==> src/rtl/trace_reader.sv <==
// rtl/trace_reader.sv - raster-locked scanout of a 160-sample buffer as a connected-line trace
// Also owns the ping-pong bank handshake with the capture writer; banks swap only in vertical blank.
module trace_reader #(
   parameter int Y_TOP       = 112,
   parameter int HOLD_FRAMES = 1
) (
   input  logic       clk_vga,
   input  logic       reset,
   input  logic [9:0] CounterX,
   input  logic [9:0] CounterY,
   input  logic       inDisplayArea,
   input  logic       vsync_start,
   input  logic       fill_done,
   input  logic [7:0] rd_data,
   output logic [7:0] rd_addr,
   output logic       rd_bank,
   output logic       fill_enable,
   output logic       pixel_on
);

   localparam logic [9:0] LP_ROW_BOT = 10'(Y_TOP + 255);
   localparam logic [4:0] LP_HOLD    = 5'(HOLD_FRAMES);

   generate
      if (Y_TOP < 0 || Y_TOP + 255 > 479) begin : g_bad_y_top
         $error("trace_reader: Y_TOP + 255 must lie within the visible rows 0..479");
      end
      if (HOLD_FRAMES < 1 || HOLD_FRAMES > 15) begin : g_bad_hold
         $error("trace_reader: HOLD_FRAMES must be in 1..15");
      end
   endgenerate

   typedef enum logic {ST_FILLING, ST_FULL} bank_state_t;

   logic [7:0]  r_rd_addr;
   logic [9:0]  r_y1, r_y2;
   logic        r_de1, r_de2;
   logic [1:0]  r_sub1, r_sub2;
   logic [7:0]  r_addr2;
   logic [7:0]  r_prev;
   logic        r_pixel_on;

   bank_state_t r_state;
   logic [3:0]  r_frame_cnt;
   logic        r_rd_bank;
   logic        r_fill_enable;
   logic        r_fill_done_q;

   logic [7:0]  w_addr_next;
   logic [7:0]  w_prev_eff;
   logic [9:0]  w_r_cur, w_r_prev, w_lo, w_hi;
   logic        w_fill_edge;
   logic [4:0]  w_cnt_inc;
   logic [3:0]  w_cnt_sat;

   assign w_addr_next = (CounterX >= 10'd640) ? 8'd159 : CounterX[9:2];

   // Sample 0 pairs with itself so no segment is drawn back to the previous line's last sample.
   assign w_prev_eff = (r_addr2 == 8'd0) ? rd_data : r_prev;
   assign w_r_cur    = LP_ROW_BOT - {2'b00, rd_data};
   assign w_r_prev   = LP_ROW_BOT - {2'b00, w_prev_eff};
   assign w_lo       = (w_r_cur < w_r_prev) ? w_r_cur  : w_r_prev;
   assign w_hi       = (w_r_cur < w_r_prev) ? w_r_prev : w_r_cur;

   assign w_fill_edge = fill_done & ~r_fill_done_q;
   assign w_cnt_inc   = {1'b0, r_frame_cnt} + 5'd1;
   assign w_cnt_sat   = (r_frame_cnt == 4'd15) ? 4'd15 : w_cnt_inc[3:0];

   always_ff @(posedge clk_vga or posedge reset) begin
      if (reset) begin
         r_rd_addr  <= 8'd0;
         r_y1       <= 10'd0;
         r_de1      <= 1'b0;
         r_sub1     <= 2'd0;
         r_addr2    <= 8'd0;
         r_y2       <= 10'd0;
         r_de2      <= 1'b0;
         r_sub2     <= 2'd0;
         r_prev     <= 8'd0;
         r_pixel_on <= 1'b0;
      end else begin
         r_rd_addr  <= w_addr_next;
         r_y1       <= CounterY;
         r_de1      <= inDisplayArea;
         r_sub1     <= CounterX[1:0];
         r_addr2    <= r_rd_addr;
         r_y2       <= r_y1;
         r_de2      <= r_de1;
         r_sub2     <= r_sub1;
         r_pixel_on <= r_de2 && (r_y2 >= w_lo) && (r_y2 <= w_hi);
         if (r_de2 && (r_sub2 == 2'd3)) begin
            r_prev <= rd_data;
         end
      end
   end

   // fill_enable drops with entry to FULL but only rises one cycle after a swap,
   // so the writer never targets a bank that is still settling.
   always_ff @(posedge clk_vga or posedge reset) begin
      if (reset) begin
         r_state       <= ST_FILLING;
         r_frame_cnt   <= 4'd0;
         r_rd_bank     <= 1'b0;
         r_fill_enable <= 1'b1;
         r_fill_done_q <= 1'b0;
      end else begin
         r_fill_done_q <= fill_done;
         case (r_state)
            ST_FILLING: begin
               if (vsync_start) begin
                  r_frame_cnt <= w_cnt_sat;
               end
               if (w_fill_edge) begin
                  r_state       <= ST_FULL;
                  r_fill_enable <= 1'b0;
               end else begin
                  r_fill_enable <= 1'b1;
               end
            end
            ST_FULL: begin
               r_fill_enable <= 1'b0;
               if (vsync_start) begin
                  if (w_cnt_inc >= LP_HOLD) begin
                     r_rd_bank   <= ~r_rd_bank;
                     r_frame_cnt <= 4'd0;
                     r_state     <= ST_FILLING;
                  end else begin
                     r_frame_cnt <= w_cnt_sat;
                  end
               end
            end
         endcase
      end
   end

   assign rd_addr     = r_rd_addr;
   assign rd_bank     = r_rd_bank;
   assign fill_enable = r_fill_enable;
   assign pixel_on    = r_pixel_on;

endmodule

==> config.mk <==
export PLATFORM = sky130hd
export DESIGN_NAME = trace_reader
export DESIGN_NICKNAME = d
export VERILOG_FILES = /design/src/rtl/trace_reader.sv
export SDC_FILE = /design/constraint.sdc
export NUM_CORES = 1
export LEC_CHECK = 0
export CAP_MARGIN = 10
export CORE_ASPECT_RATIO = 2
export CORE_MARGIN = 4
export CORE_UTILIZATION = 40
export CTS_BUF_LIST = sky130_fd_sc_hd__clkbuf_2 sky130_fd_sc_hd__clkbuf_4 sky130_fd_sc_hd__clkbuf_8
export CTS_CLUSTER_DIAMETER = 100
export CTS_CLUSTER_SIZE = 14
export DETAILED_ROUTE_END_ITERATION = 10
export GPL_TIMING_DRIVEN = 0
export PLACE_DENSITY = 0.66
export SYNTH_ARGS = -nofsm -noshare
export SYNTH_HDL_FRONTEND = slang
export SYNTH_SLANG_ARGS = --single-unit
==> constraint.sdc <==
create_clock -name clk_vga -period 4.6 [get_ports clk_vga]
set_input_delay 1.38 -clock clk_vga [delete_from_list [all_inputs] [get_ports clk_vga]]
set_output_delay 1.38 -clock clk_vga [all_outputs]
set_load 0.02 [all_outputs]
Yosys cells after proc, flatten, opt, wreduce, memory -nomap -nowiden
Index checks and enable logic that the tools add are counted.
W data, S select, Z words.

storage, ports and cells
  output and inout bits = 11
  latch bits = 0
  logic and storage cells = 52
  memory bits (writable) = 0
  bits in read-only memories = 0
  flip-flop bits (word level) = 59
  memories = 0

operators by class
  shifts and indexed selects = 0
  multiplexer cells = 15
  bitwise operators = 4
  div/mod/pow operators = 0
  multiply operators = 0
  $lt $le $gt $ge = 5
  equality and inequality tests = 4
  reductions and logical operators = 6
  add/sub/neg operators = 3

operators by type and width
  cell                    count
  $mux W10                2
  $sub A9 B8 Y10 const A  2
  $mux W4                 4
  $mux W8                 2
  $ge A10 B10 Y1          1
  $ge A10 B10 Y1 const B  1
  $le A10 B10 Y1          1
  $lt A10 B10 Y1          1
  $logic_not A8 Y1        1
  $pmux W4 S2             1
  $add A4 B1 Y5 const B   1
  $ge A5 B1 Y1 const B    1
  $eq A4 B4 Y1 const B    1
  $mux W1                 4
  $ne A2 B2 Y1 const B    2
  $pmux W1 S2             2
  $logic_and A1 B1 Y1     3
  $not A1 Y1              3
  $reduce_and A3 Y1       1
  $eq A2 B2 Y1 const B    1
  $reduce_and A2 Y1       1
  $and A1 B1 Y1           1

Logic depth before layout (Yosys ltp)
Gate-level depths: netlist of the first run.

  word-level depth = 8
  depth in mapped cells = 22
  mapped depth without buffers = 20

Worst setup path before layout of the first run
Ideal clock, no wire load.

  kind = input port to flip-flop
  from = input port rd_data[4]
  to = register r_pixel_on (netlist: pixel_on)
  required time = 4.501 ns
  cell stages on the path = 16
  library setup time = 0.099 ns
  arrival time = 4.812 ns
  slack = -0.312 ns
  buffers on the path = 0
  cell sequence = mux2_2 > ha_1 > ha_1 > o21a_1 > o21ai_2 > a211oi_2 > o32a_4 > o31ai_4 > mux2_2 > ha_1 > nor2b_1 > o21a_1 > o21a_1 > o211ai_1 > a31oi_1 > a311oi_1

on the way
  word-level cells in the longest chain between the ends = 7
  elaborated cells on any way between the ends = 10
  classes of those cells = 2 x add/sub; 3 x order compare; 3 x mux; 2 x reduce/logical

RTL lines
  what                     RTL line  text
  start: declaration       14        input logic [7:0] rd_data,
  $mux W8                  59        assign w_prev_eff = (r_addr2 == 8'd0) ? rd_data : r_prev;
  $sub A9 B8 Y10           61        assign w_r_prev = LP_ROW_BOT - {2'b00, w_prev_eff};
  $lt A10 B10 Y1           62, 63
  $mux W10                 62        assign w_lo = (w_r_cur < w_r_prev) ? w_r_cur : w_r_prev;
  $ge A10 B10 Y1           90        r_pixel_on <= r_de2 && (r_y2 >= w_lo) && (r_y2 <= w_hi);
  $logic_and A1 B1 Y1      90
  $logic_and A1 B1 Y1 (*)  90
  end signal: assignment   90
  end: declaration         41        logic r_pixel_on;

Mark *: on every way between the ends. The rest lies on a longest branch, timed or not.
A chain may end at the register's enable or synchronous reset.

Worst setup path in the final report of the first run
Same ends and word-level chain as after synthesis.

==> results of run 1 <==
==> metrics by stage <==
| step | cell area, sq um | power [mW] | setup TNS [ps] |
|---|---|---|---|
| after floorplan | 2952 | 1.060 | -90.61 |
| after global placement | 3495 | 1.210 | -1025 |
| after detailed placement | 3515 | 1.226 | -1102 |
| after CTS | 3891 | 1.862 | -129.8 |
| after global routing | 3985 | 1.995 | -127.4 |
| final | 3985 | 1.873 | -8.415 |
==> flip-flops by register name, indices dropped and copies added (netlist names) <==
signal         flops
fill_enable        1
r_sub2             2
rd_bank            1
r_de2              1
r_addr2            8
pixel_on           1
r_y2              10
r_sub1             2
r_de1              1
r_prev             8
r_state            1
r_frame_cnt        4
rd_addr            8
r_y1              10
r_fill_done_q      1
==> cell type report <==
type	instances	area (sq um)	share of cell area (%)
plain buffers	3	18.77	0.4710
clock buffers	11	151.4	3.799
clock inverters	4	97.59	2.449
inverters	16	62.56	1.570
multi-input cells	157	1519	38.12
flip-flops and latches	59	1478	37.08
well taps	90	112.6	2.826
repair buffers	54	545.5	13.69
==> logic make-up (layout without fill, tap and decap cells) <==
logic type      Yosys count  after routing  share of synthesized area, %
compound gates           46             46                         11.79
fa+ha+maj                29             29                         12.66
mux                      25             25                         9.777
xor+xnor                  6              6                         1.833
simple gates             51             51                         9.123
buf+inv                  20             88                         3.274
flops                    59             59                         51.55
==> cell usage in the layout, fill, tap and decap left out, types with 6 or more instances in the layout <==
master,count
a21oi_1,6
buf_4,7
clkbuf_8,11
clkdlybuf4s50_1,39
dfrtp_1,58
ha_1,21
ha_4,8
inv_1,10
mux2_2,7
mux2_4,8
mux2i_1,8
nand2_1,17
nand2b_1,9
nand3_1,7
o21ai_0,10
==> report_power, final <==
group / internal [mW] / switching (mW) / total [mW]
clock network: 0.386 / 0.189 / 0.575
logic: 0.356 / 0.317 / 0.673
registers: 0.581 / 0.0439 / 0.625
==> worst max-delay path, cell delays in order <==
cell      delay (ps)
buf_12           110
mux2_4           290
ha_4             290
ha_4             190
o21a_1           110
o21ai_2          190
a21oi_2           50
o32a_4           390
o31ai_4          230
buf_6            160
mux2_4           310
ha_4             220
nor2b_4          120
o21a_1           160
o21a_1           160
o211ai_1         150
a31oi_1          120
a311oi_2         220
==> routing by layer <==
layer	track usage [%]	share of wire, %	wire length [microns]	up-vias
met5	0	0	0	-
met4	9.613	4.7	263	0
met3	4.298	4.7	263	17
met2	25.90	56	3125	50
met1	14.26	35	1953	933
li1	-	-	-	968
==> timing repair <==
action                                  4_1_cts  5_1_grt
endpoints found under the setup margin        1        1
resized for setup                            34       14
setup buffers                                 9        1
pin swaps                                    12       14
==> path summary, 6_finish.rpt <==
check | depth (start not counted) | endpoint | slack [ps] | from
min | 0 | r_sub2[1] | 350 | r_sub1[1]
max reg2reg | 20 | pixel_on | 120 | r_addr2[5]
min reg2reg | 0 | r_sub2[1] | 350 | r_sub1[1]
min in group asynchronous | 2 | pixel_on | 1330 | reset
max in group asynchronous | 3 | r_prev[7] | 2740 | reset
max | 18 | pixel_on | -8 | rd_data[4]
==> run metrics, run 1 <==
fill cell count 570; type of the worst setup path in2reg; level count of the clock H-tree 3; Final Setup Violations 1; Cell variety after synth 43; worst setup slack after placement -1102 ps; Syn. warnings 0; setup slack of the critical path after layout -8.415 ps; vias after detailed routing 1968; failing checks negative setup slack; Initial DRC Count 33; most numerous cell in the Yosys netlist dfrtp_1; root cell of the clock tree clkbuf_8; worst clock skew on the final layout 8.122 ps; average cell area after synthesis 12.15 sq um; upper clock frequency limit 217.0 MHz; cell total after placement 370; measured slew at the worst slew-check pin 518.0 ps; later-pin clock latency in the skew report 330 ps; required time of the critical path 4830 ps; Slew headroom 65.10%; initial cell density of the core 41.30%; critical path arrival 4840 ps; number of DRC violations after detailed routing 0; worst hold path class reg2reg; routed wire length 5605 microns; type of origin of the critical path primary input; final period utilization 100.2%; Post-layout nets 362; result of the run complete, but fails checks; power density over the cells 470.1 mW/mm^2; Setup crit end kind flip-flop; count of nets left with antenna violations after detail routing 0; number of buffers inserted by hold repair at cts 0; clock sink count 59; largest net degree at the start of global routing 45; via-per-instance ratio 4.995; leading register cell type out of synthesis dfrtp_1; synthesis-to-layout area growth 39.02%; leading cell types by count after synthesis 58 x dfrtp_1, 29 x ha_1, 17 x nand2_1, 16 x inv_1, 13 x o21ai_0; final number of max-transition violations 0; fraction of registers with async set/reset 100.0%; share of Yosys cell area claimed by the top area cell type 50.63%; time the final worst path needs with I/O delays and setup 4608 ps; GRT Resource Usage Total 14.76%; cell count after synthesis 236; number of global-route vias before repair 2088; die boundary height 127.7 microns; GP Congestion 0.8956; number of storage elements in the synthesis netlist 59; maximum vdd ir drop 0.2912 mV; number of max-cap violations 0; post-synth net total 298; placeable core area 0.006940 sq mm; number of antenna violations at the first check in global routing 0; clock-pin transition on the worst setup and hold timing paths 60 ps; I/O Buffers 43; number of buffers added by the clock tree synthesis step 9; antenna cells 0; post-layout util 57.42%; total count of hold-check failures in the final report 0; CTS tree done; cell type contributing the most total cell area after synthesis dfrtp_1; HPWL after DPL 4293 microns; unrepaired setup endpoints after global routing yes; crit path max fanout 7; first-pass GRT wire length 9342 microns; share of cells above drive strength 1 26.32%; non-filler cells in the finished layout 394; sequential element share of the synthesized area 51.55%; IO Count 44; Worst Hold Slack 346.8 ps; cell area after synthesis 0.002866 sq mm; width of the die 67.86 microns; die outline area 0.008667 sq mm; largest cells by area after synthesis dfrtp_1 51%, ha_1 13%, mux2_2 4.7%, mux2i_1 3.5%, o21ai_0 2.3%; leak pwr 1.781 nW; number of synthesized flops with an enable pin 0; Remaining Overflow, GRT 0; average detailed-routed wire length per instance 14.23 microns; Initial DRT Pass Iterations 4; Clock Tree Buf Depth 2; floorplan row count 43
No activity file was read; power rests on OpenSTA's default activity.
==> run 2, diff against run 1 <==
--- a/config.mk
+++ b/config.mk
@@ -5,7 +5,7 @@
 export SDC_FILE = /design/constraint.sdc
 export NUM_CORES = 1
 export LEC_CHECK = 0
-export CAP_MARGIN = 10
+export CAP_MARGIN = 20
 export CORE_ASPECT_RATIO = 2
 export CORE_MARGIN = 4
 export CORE_UTILIZATION = 40
==> results of run 2 <==
Final layout, timing and power as in run 1 (identical DEF).
